### src/rtl/window_scan_ctrl_pkg.sv
// Shared constants, derived widths and FSM state type for the window scan controller.
// No logic; pure declarations.
// No flow control of its own.
package scan_pkg;

    localparam int IMG_W    = 256;
    localparam int IMG_H    = 32;
    localparam int PAD_W    = IMG_W + 2;
    localparam int RD_LAT   = 1;
    localparam int PIPE_LAT = 3;

    // One spare bit over the padded frame size (34 rows x 258 words) keeps headroom for taller tiles.
    localparam int AW  = 15;
    localparam int WAW = $clog2(IMG_W * IMG_H);
    localparam int CW  = 9;
    localparam int RW  = 6;

    // Total read-to-write latency tracked by the delay line.
    localparam int DLY_DEPTH = RD_LAT + PIPE_LAT;

    localparam logic [CW-1:0] LAST_COL = CW'(IMG_W - 1);
    localparam logic [RW-1:0] LAST_ROW = RW'(IMG_H - 1);

    // Going from (r, IMG_W-1) to (r+1, 0) skips the two pad words and moves one column.
    localparam logic [AW-1:0] ROW_STEP = AW'(PAD_W - IMG_W + 1);

    typedef enum logic [1:0] {
        IDLE  = 2'd0,
        SCAN  = 2'd1,
        DRAIN = 2'd2,
        FIN   = 2'd3
    } scan_state_t;

endpackage

### src/rtl/window_scan_ctrl_if.sv
// Bundles the scheduler handshake, the window-read bus and the result-write bus.
// No logic; wiring only.
// stall is the only backpressure; master is the controller side.
interface window_scan_ctrl_if;
    import scan_pkg::*;

    logic           start;
    logic           stall;
    logic           rd;
    logic [AW-1:0]  rd_base;
    logic [CW-1:0]  col;
    logic [RW-1:0]  row;
    logic           wr;
    logic [WAW-1:0] wr_addr;
    logic           busy;
    logic           done;

    modport master (
        input  start, stall,
        output rd, rd_base, col, row, wr, wr_addr, busy, done
    );

    modport slave (
        output start, stall,
        input  rd, rd_base, col, row, wr, wr_addr, busy, done
    );
endinterface

### src/rtl/valid_delay_line.sv
// Fixed-depth valid shift register tracking read and kernel latency.
// Latency: DEPTH cycles from din to dout; bubbles are preserved.
// Never stalls; pending reports entries still short of the output stage.
module valid_delay_line #(
    parameter int DEPTH = 4
) (
    input  logic clk,
    input  logic rst_n,
    input  logic din,
    output logic dout,
    output logic pending
);

    logic [DEPTH-1:0] stage;

    // Shift one slot per cycle, newest entry at bit 0; reset flushes everything in flight.
    always_ff @(posedge clk) begin
        if (!rst_n) begin
            stage <= '0;
        end else begin
            stage <= (stage << 1) | DEPTH'(din);
        end
    end

    assign dout    = stage[DEPTH-1];
    // The output slot is excluded: when only it is set, the last write is happening now.
    assign pending = |(stage << 1);

endmodule

### src/rtl/window_scan_ctrl.sv
// Raster-order 3x3 window read sequencer with latency-matched result write strobe.
// Latency: first rd 1 cycle after start; wr trails each rd by RD_LAT+PIPE_LAT cycles.
// stall freezes read issue only; the kernel pipeline keeps moving and carries bubbles.
module window_scan_ctrl
    import scan_pkg::*;
(
    input  logic               clk,
    input  logic               rst_n,
    window_scan_ctrl_if.master scan
);

    scan_state_t    state;
    logic [CW-1:0]  col_q;
    logic [RW-1:0]  row_q;
    logic [AW-1:0]  base_q;
    logic [WAW-1:0] wr_addr_q;
    logic           busy_q;
    logic           done_q;
    logic           rd_now;
    logic           wr_now;
    logic           dly_pending;

    // Read issue depends on the current cycle's stall, so it is not registered.
    assign rd_now = (state == SCAN) && !scan.stall;

    valid_delay_line #(
        .DEPTH (DLY_DEPTH)
    ) u_dly (
        .clk     (clk),
        .rst_n   (rst_n),
        .din     (rd_now),
        .dout    (wr_now),
        .pending (dly_pending)
    );

    // Scan FSM with column/row counters and running-sum base address.
    always_ff @(posedge clk) begin
        if (!rst_n) begin
            state  <= IDLE;
            col_q  <= '0;
            row_q  <= '0;
            base_q <= '0;
            busy_q <= 1'b0;
            done_q <= 1'b0;
        end else begin
            case (state)
                IDLE: begin
                    col_q  <= '0;
                    row_q  <= '0;
                    base_q <= '0;
                    done_q <= 1'b0;
                    if (scan.start) begin
                        state  <= SCAN;
                        busy_q <= 1'b1;
                    end
                end
                SCAN: begin
                    if (rd_now) begin
                        if (col_q == LAST_COL) begin
                            col_q  <= '0;
                            base_q <= base_q + ROW_STEP;
                            if (row_q == LAST_ROW) begin
                                state <= DRAIN;
                            end else begin
                                row_q <= row_q + RW'(1);
                            end
                        end else begin
                            col_q  <= col_q + CW'(1);
                            base_q <= base_q + AW'(1);
                        end
                    end
                end
                DRAIN: begin
                    // Leave once the final write is at the delay-line output this cycle.
                    if (!dly_pending) begin
                        state  <= FIN;
                        busy_q <= 1'b0;
                        done_q <= 1'b1;
                    end
                end
                FIN: begin
                    done_q <= 1'b0;
                    state  <= IDLE;
                end
                default: begin
                    state  <= IDLE;
                    busy_q <= 1'b0;
                    done_q <= 1'b0;
                end
            endcase
        end
    end

    // Result address advances after every write and restarts for each tile.
    always_ff @(posedge clk) begin
        if (!rst_n) begin
            wr_addr_q <= '0;
        end else if (state == IDLE) begin
            wr_addr_q <= '0;
        end else if (wr_now) begin
            wr_addr_q <= wr_addr_q + WAW'(1);
        end
    end

    assign scan.rd      = rd_now;
    assign scan.rd_base = base_q;
    assign scan.col     = col_q;
    assign scan.row     = row_q;
    assign scan.wr      = wr_now;
    assign scan.wr_addr = wr_addr_q;
    assign scan.busy    = busy_q;
    assign scan.done    = done_q;

endmodule
### src/flat_wrapper.sv
// flat-port wrapper written by rule: the top's interface ports become plain ports
module window_scan_ctrl_flat import scan_pkg::*;
  (clk, rst_n, scan_start, scan_stall, scan_rd, scan_rd_base, scan_col, scan_row, scan_wr, scan_wr_addr, scan_busy, scan_done);
  window_scan_ctrl_if scan_i ();
  input  logic clk;
  input  logic rst_n;
  input wire logic [$bits(scan_i.start)-1:0] scan_start;
  input wire logic [$bits(scan_i.stall)-1:0] scan_stall;
  output wire logic [$bits(scan_i.rd)-1:0] scan_rd;
  output wire logic [$bits(scan_i.rd_base)-1:0] scan_rd_base;
  output wire logic [$bits(scan_i.col)-1:0] scan_col;
  output wire logic [$bits(scan_i.row)-1:0] scan_row;
  output wire logic [$bits(scan_i.wr)-1:0] scan_wr;
  output wire logic [$bits(scan_i.wr_addr)-1:0] scan_wr_addr;
  output wire logic [$bits(scan_i.busy)-1:0] scan_busy;
  output wire logic [$bits(scan_i.done)-1:0] scan_done;
  assign scan_i.start = scan_start;
  assign scan_i.stall = scan_stall;
  assign scan_rd = scan_i.rd;
  assign scan_rd_base = scan_i.rd_base;
  assign scan_col = scan_i.col;
  assign scan_row = scan_i.row;
  assign scan_wr = scan_i.wr;
  assign scan_wr_addr = scan_i.wr_addr;
  assign scan_busy = scan_i.busy;
  assign scan_done = scan_i.done;
  window_scan_ctrl u_core (.clk(clk), .rst_n(rst_n), .scan(scan_i));
endmodule
### config.mk
export PLATFORM = sky130hd
export DESIGN_NAME = window_scan_ctrl_flat
export DESIGN_NICKNAME = d
export VERILOG_FILES = /design/src/rtl/window_scan_ctrl_pkg.sv /design/src/rtl/window_scan_ctrl_if.sv /design/src/rtl/valid_delay_line.sv /design/src/rtl/window_scan_ctrl.sv /design/src/flat_wrapper.sv
export SDC_FILE = /design/constraint.sdc
export NUM_CORES = 1
export LEC_CHECK = 0
export CORE_UTILIZATION = 45
export DETAILED_ROUTE_END_ITERATION = 6
export PLACE_DENSITY_LB_ADDON = 0.05
export SKIP_CTS_REPAIR_TIMING = 1
export SYNTH_ARGS = -nofsm -noshare
export SYNTH_HDL_FRONTEND = slang
export SYNTH_SLANG_ARGS = --single-unit
export TNS_END_PERCENT = 100
### constraint.sdc
create_clock -name clk -period 4.7 [get_ports clk]
set_input_delay 0.94 -clock clk [delete_from_list [all_inputs] [get_ports clk]]
set_output_delay 0.94 -clock clk [all_outputs]
set_load 0.05 [all_outputs]
==> impl_metrics.tcl, run 1 <==
set metrics [dict create \
    track_usage_pct 20.5 \
    path_delay_family "buffers and inverters" \
    drc_errors 0 \
    synth_enable_flop_cells 0 \
    io_buffers 50 \
    path_common_cell "clkdlybuf4s50_1" \
    worstSkewPairLatency_ns 0.31 \
    grt_pass1_vias 1874 \
    ioPinCount 51 \
    worstPathArrival_ns 2.73 \
    r2r_slack_ns 1.97 \
    final_cell_mix "dfxtp_1 (51), clkdlybuf4s50_1 (50), nor2_1 (28), nand2_1 (26), a21oi_1 (15)" \
    post_drt_wl_per_cell_um 13.9 \
    crit_path_max_incr_delay_ns 0.75 \
    syn_area_per_cell_um2 8.84 \
    powerDensity_mw_per_mm2 383 \
    setup_viol 0 \
    placed_cells 385 \
    dr_total_vias 2162 \
    period_needed_ns 3.67 \
    yosysWarnings 0 \
    diodes 0 \
    cts_buffers 5 \
    clk_pin_slew_ns 0.09 \
    switching_share_pct 37.1 \
    clkPwrFrac_pct 26.8 \
    start_kind "primary input" \
    viasPerCell 5.50 \
    cts_root_buffer "clkbuf_8" \
    place.gp.congestion 0.830 \
    hold_viol 0 \
    die_w_um 75.2 \
    hpwl_um 3970 \
    p_sw_uw 438 \
    fin_nets 334 \
    rsz0062_at_grt "false" \
    ys_seq_area_share_pct 42.3 \
    antenna_found_initial 0 \
    netlist_instances 273 \
    drv_slew 0 \
    placementRows 26 \
    clock_skew_ns 0.00992 \
    power_frac_comb_pct 32.8 \
    die_area_mm2 0.00566 \
    firstDrtPassIters 4 \
    max_clock_freq_mhz 272 \
    coreArea_mm2 0.00514 \
    reg2reg_from "u_core.scan.col[0]$_SDFFE_PN0P_" \
    htreeDepth 2 \
    status "finished, final reports clean" \
    slowest_stage "clkdlybuf4s50_1" \
    synth-main-ff-cell "dfxtp_1" \
    grt_overflow_total 0 \
    initial_core_util_pct 46.9 \
    r2r_cells 8 \
    clockBufferDepth 2 \
    reg2reg_to "u_core.scan.rd_base[10]$_SDFFE_PN0P_" \
    worstMarginPinSlew_ns 0.593 \
    crit_path_max_fanout 18 \
    drtIter0Drc 130 \
    synth_nets 285 \
    seqPwrFrac_pct 40.4 \
    cp.required_ns 3.76 \
    p_leak_nw 1.00 \
    drive_gt1_share_pct 5.26 \
    mostFrequentLayoutCell "dfxtp_1" \
    p_int_uw 742 \
    fin_cells 393 \
    ys_ff_latch 51 \
    async_reset_ff_share_pct 0 \
    slew-limit-headroom_pct 60.4 \
    finalWorstSetupSlack_ns 1.03 \
    criticalPathCategory "in2out" \
    wl_um 5470 \
    cp_num_buf_inv 3 \
    fin_tns_setup_ns 0 \
    antenna_left 0 \
    finalCritPeriodShare_pct 78.1 \
    hold_end "u_core.u_dly.stage[1]$_SDFF_PN0_" \
    cap_violations 0 \
    ys_types 54 \
    cts_num_sinks 51 \
    min_delay_path_depth 1 \
    area_growth_pct 27.6 \
    hp-start "u_core.u_dly.stage[0]$_SDFF_PN0_" \
    syn_area_mm2 0.00241 \
    hold_path.class "reg2reg" \
    cts_tree "done" \
    die_h_um 75.2 \
    grt_max_degree 19 \
    worst_setup_path_end_kind "output pin" \
    grt_pass1_wl_um 8890 \
    cp_cell_sequence "clkdlybuf4s50_1, nand2b_1, clkinv_4, clkdlybuf4s50_1" \
    dpl_worst_slack_ns 1.04 \
    peakVddDrop_v 0.000226 \
]
==> cell type report <==
| type | count | area, um^2 |
|---|---|---|
| clock buffers | 6 | 82.6 |
| clock inverters | 2 | 35.0 |
| fillers | 508 | 2060 |
| inverters | 10 | 42.5 |
| multi-input cells | 204 | 1310 |
| flip-flops and latches | 51 | 1020 |
| well taps | 70 | 87.6 |
| repair buffers | 50 | 500 |
==> cell usage after synthesis, types with 3 or more instances <==
library cell / n / area [um^2]
nor3_1: 9 / 45.0
a21oi_1: 15 / 75.1
or3_1: 7 / 43.8
nand2_1: 26 / 97.6
xnor2_1: 11 / 96.3
or4_1: 3 / 22.5
a211oi_1: 3 / 22.5
nand2b_1: 4 / 25.0
and2_1: 5 / 31.3
nand4_1: 6 / 37.5
ha_1: 7 / 87.6
o211ai_1: 3 / 22.5
nand3_1: 11 / 55.1
dfxtp_1: 51 / 1020
nor2_1: 28 / 105
a311oi_1: 5 / 43.8
xor2_1: 7 / 61.3
o21ai_0: 13 / 65.1
clkbuf_1: 4 / 15.0
inv_1: 9 / 33.8
a31oi_1: 4 / 25.0
==> worst max-delay path by stage <==
stage / from / end / depth (start not counted)
2_1_floorplan: u_core.scan.col[0]$_SDFFE_PN0P_ / u_core.scan.rd_base[10]$_SDFFE_PN0P_ / 8
3_3_place_gp: scan_stall / scan_rd / 4
3_5_place_dp: scan_stall / scan_rd / 4
4_1_cts: scan_stall / scan_rd / 4
5_1_grt: scan_stall / scan_rd / 4
6_report: scan_stall / scan_rd / 4
==> registers in the layout, indices dropped and copies added (netlist names) <==
signal and count:
u_core.scan.rd_base 15, u_core.u_dly.stage 4, u_core.scan.wr_addr 13, u_core.scan.col 9
u_core.scan.done 1, u_core.scan.row 6, u_core.scan.busy 1, u_core.state 2
==> stage by stage <==
stage	power (mW)	hold slack (ns)	util (%)	instance area, um^2
3_5_place_dp	0.874	0.447	57.6	2960
5_1_grt	1.25	0.489	59.9	3080
6_report	1.18	0.455	59.9	3080
3_3_place_gp	0.872	0.437	57.6	2960
4_1_cts	1.19	0.464	59.9	3080
2_1_floorplan	0.771	0.431	-	2410
==> per-layer routing <==
metal,global-route usage (%),share of wire (%)
met5,0,0
met4,6.79,0.93
met3,3.21,4.9
met2,32.6,46
met1,28.5,48
==> logic make-up after synthesis <==
kind of cell	after synthesis	synth area share [%]
compound gates	65	19.0
xor+xnor	18	6.54
fa+ha+maj	8	4.46
buf+inv	18	3.42
flops	51	42.3
mux	3	1.30
simple gates	110	22.9
==> power by group through the flow <==
| stage | clock [mW] | sequential, mW | combinational, mW |
|---|---|---|---|
| 6_report | 0.316 | 0.477 | 0.388 |
| 5_1_grt | 0.343 | 0.481 | 0.428 |
| 4_1_cts | 0.322 | 0.477 | 0.389 |
| 3_5_place_dp | 0 | 0.487 | 0.387 |
| 3_3_place_gp | 0 | 0.486 | 0.386 |
| 2_1_floorplan | 0 | 0.534 | 0.237 |
Note: power is estimated with default switching activity, not from simulation.
==> run 2, diff against run 1 <==
Clock period 4.7 ns to 3.2 ns, I/O delays scaled along.
==> run 2 against run 1 <==
Global-route usage grew 0.096 points. Combinational power up 51%. Sequential share of layout area is 0.23 points lower. Clock power grew 48%. Sequential power increased by 47%. Critical endpoint unchanged. Largest cell class unchanged. Largest power group unchanged. Highest routed layer unchanged.
==> impl_metrics.tcl, run 2 (synthesized netlist as in run 1, its figures left out) <==
set metrics [dict create \
    powerDensity_mw_per_mm2 566 \
    grt_use_met2_pct 32.5 \
    criticalPathCategory "reg2out" \
    wl_um 5530 \
    grt_pass1_vias 1900 \
    die_h_um 75.2 \
    largest_register_ffs 15 \
    cts_root_buffer "clkbuf_8" \
    period_needed_ns 2.80 \
    htreeDepth 2 \
    fin_nets 337 \
    initial_core_util_pct 46.9 \
    grt_pass1_wl_um 8870 \
    antenna_left 0 \
    coreArea_mm2 0.00514 \
    cts_buffers 5 \
    place.gp.congestion 0.818 \
    post_drt_wl_per_cell_um 14.0 \
    cts_tree "done" \
    status "finished, final reports clean" \
    worstSkewPairLatency_ns 0.31 \
    clkPwrFrac_pct 26.6 \
    clockBufferDepth 2 \
    drv_slew 0 \
    area_growth_pct 28.5 \
    cap_violations 0 \
    antenna_found_initial 0 \
    track_usage_pct 20.6 \
    slew-limit-headroom_pct 57.5 \
    p_int_mw 1.08 \
    hold_viol 0 \
    die_area_mm2 0.00566 \
    finalCritPeriodShare_pct 87.5 \
    switching_share_pct 38.3 \
    final_cell_mix "dfxtp_1 (51), clkdlybuf4s50_1 (50), nor2_1 (28), nand2_1 (26), a21oi_1 (15)" \
    drtIter0Drc 73 \
    ioPinCount 51 \
    use_met3_pct 4.82 \
    drc_errors 0 \
    seqPwrFrac_pct 39.9 \
    drive_gt1_share_pct 6.13 \
    grt_max_degree 18 \
    use_met1_pct 27.7 \
    hold_path.class "reg2reg" \
    peakVddDrop_v 0.000353 \
    p_sw_uw 671 \
    rsz0062_at_grt "false" \
    utilization_pct 60.3 \
    firstDrtPassIters 4 \
    power_frac_comb_pct 33.5 \
    viasPerCell 5.54 \
    placementRows 26 \
    cts_num_sinks 51 \
    worst_setup_path_end_kind "output pin" \
    crit_path_max_fanout 8 \
    dr_total_vias 2193 \
    io_buffers 50 \
    clock_skew_ns 0.00601 \
    clk_pin_slew_ns 0.10 \
    worstMarginPinSlew_ns 0.636 \
    grt-busiest-layer "met2" \
    diodes 0 \
    start_kind "flop" \
    fin_tns_setup_ns 0 \
    grt_overflow_total 0 \
    p_leak_nw 1.01 \
    max_clock_freq_mhz 357 \
    mostFrequentLayoutCell "dfxtp_1" \
    holdWs_ns 0.469 \
    die_w_um 75.2 \
    hpwl_um 3980 \
    setup_viol 0 \
    worstPathArrival_ns 2.16 \
    cp.required_ns 2.56 \
]
[run 2: changes by cell type in the layout (fill, tap and decap cells not counted)]
| cell | change |
|---|---|
| clkinv_2 | -1 |
| clkinv_4 | +1 |
| clkbuf_8 | -1 |
| inv_6 | +1 |
| buf_4 | +3 |
[run 2: metal layers]
layer,vias to the layer above,wire length (um)
met5,-,0
met4,0,81
met3,11,265
met2,56,2530
met1,1025,2650
li1,1101,-
[run 2: area by class of cell]
cell class / instances / area, um^2
multi-input combinational: 204 / 1310
inverter: 10 / 42.5
sequential: 51 / 1020
fill: 489 / 2040
clock inverter: 3 / 47.5
clock buffer: 5 / 68.8
timing repair buffer: 53 / 523
tap: 70 / 87.6
[run 2: final timing paths]
check | slack, ns | startpoint | depth (start not counted) | end
setup / recovery | 0.40 | u_core.state[1]$_SDFFE_PN0P_ | 5 | scan_rd
hold / removal | 0.47 | u_core.u_dly.stage[0]$_SDFF_PN0_ | 1 | u_core.u_dly.stage[1]$_SDFF_PN0_
setup reg to reg | 0.53 | u_core.scan.col[0]$_SDFFE_PN0P_ | 8 | u_core.scan.rd_base[10]$_SDFFE_PN0P_
hold reg to reg | 0.47 | u_core.u_dly.stage[0]$_SDFF_PN0_ | 1 | u_core.u_dly.stage[1]$_SDFF_PN0_
[run 2: worst max-delay path: stages (launching register included)]
cell	delay, ns
dfxtp_1	0.33
inv_1	0.09
ha_1	0.37
nand2b_1	0.20
clkinv_4	0.07
clkdlybuf4s50_1	0.79
[run 2: power by group through the flow]
stage                     combinational [mW]  clock (mW)  sequential, mW
after CTS                              0.588       0.480           0.701
final                                  0.587       0.467           0.701
after global routing                   0.632       0.510           0.709
after global placement                 0.584           0           0.714
after detailed placement               0.588           0           0.716
after floorplan                        0.348           0           0.784
[run 2: through the flow]
stage / instances / power, mW / setup WS [ns] / cell area, um^2
6_report: 396 / 1.75 / 0.401 / 3100
5_1_grt: 396 / 1.85 / 0.318 / 3100
3_5_place_dp: 388 / 1.30 / 0.415 / 2980
3_3_place_gp: 388 / 1.30 / 0.421 / 2980
2_1_floorplan: 273 / 1.13 / 0.438 / 2410
4_1_cts: 396 / 1.77 / 0.390 / 3100
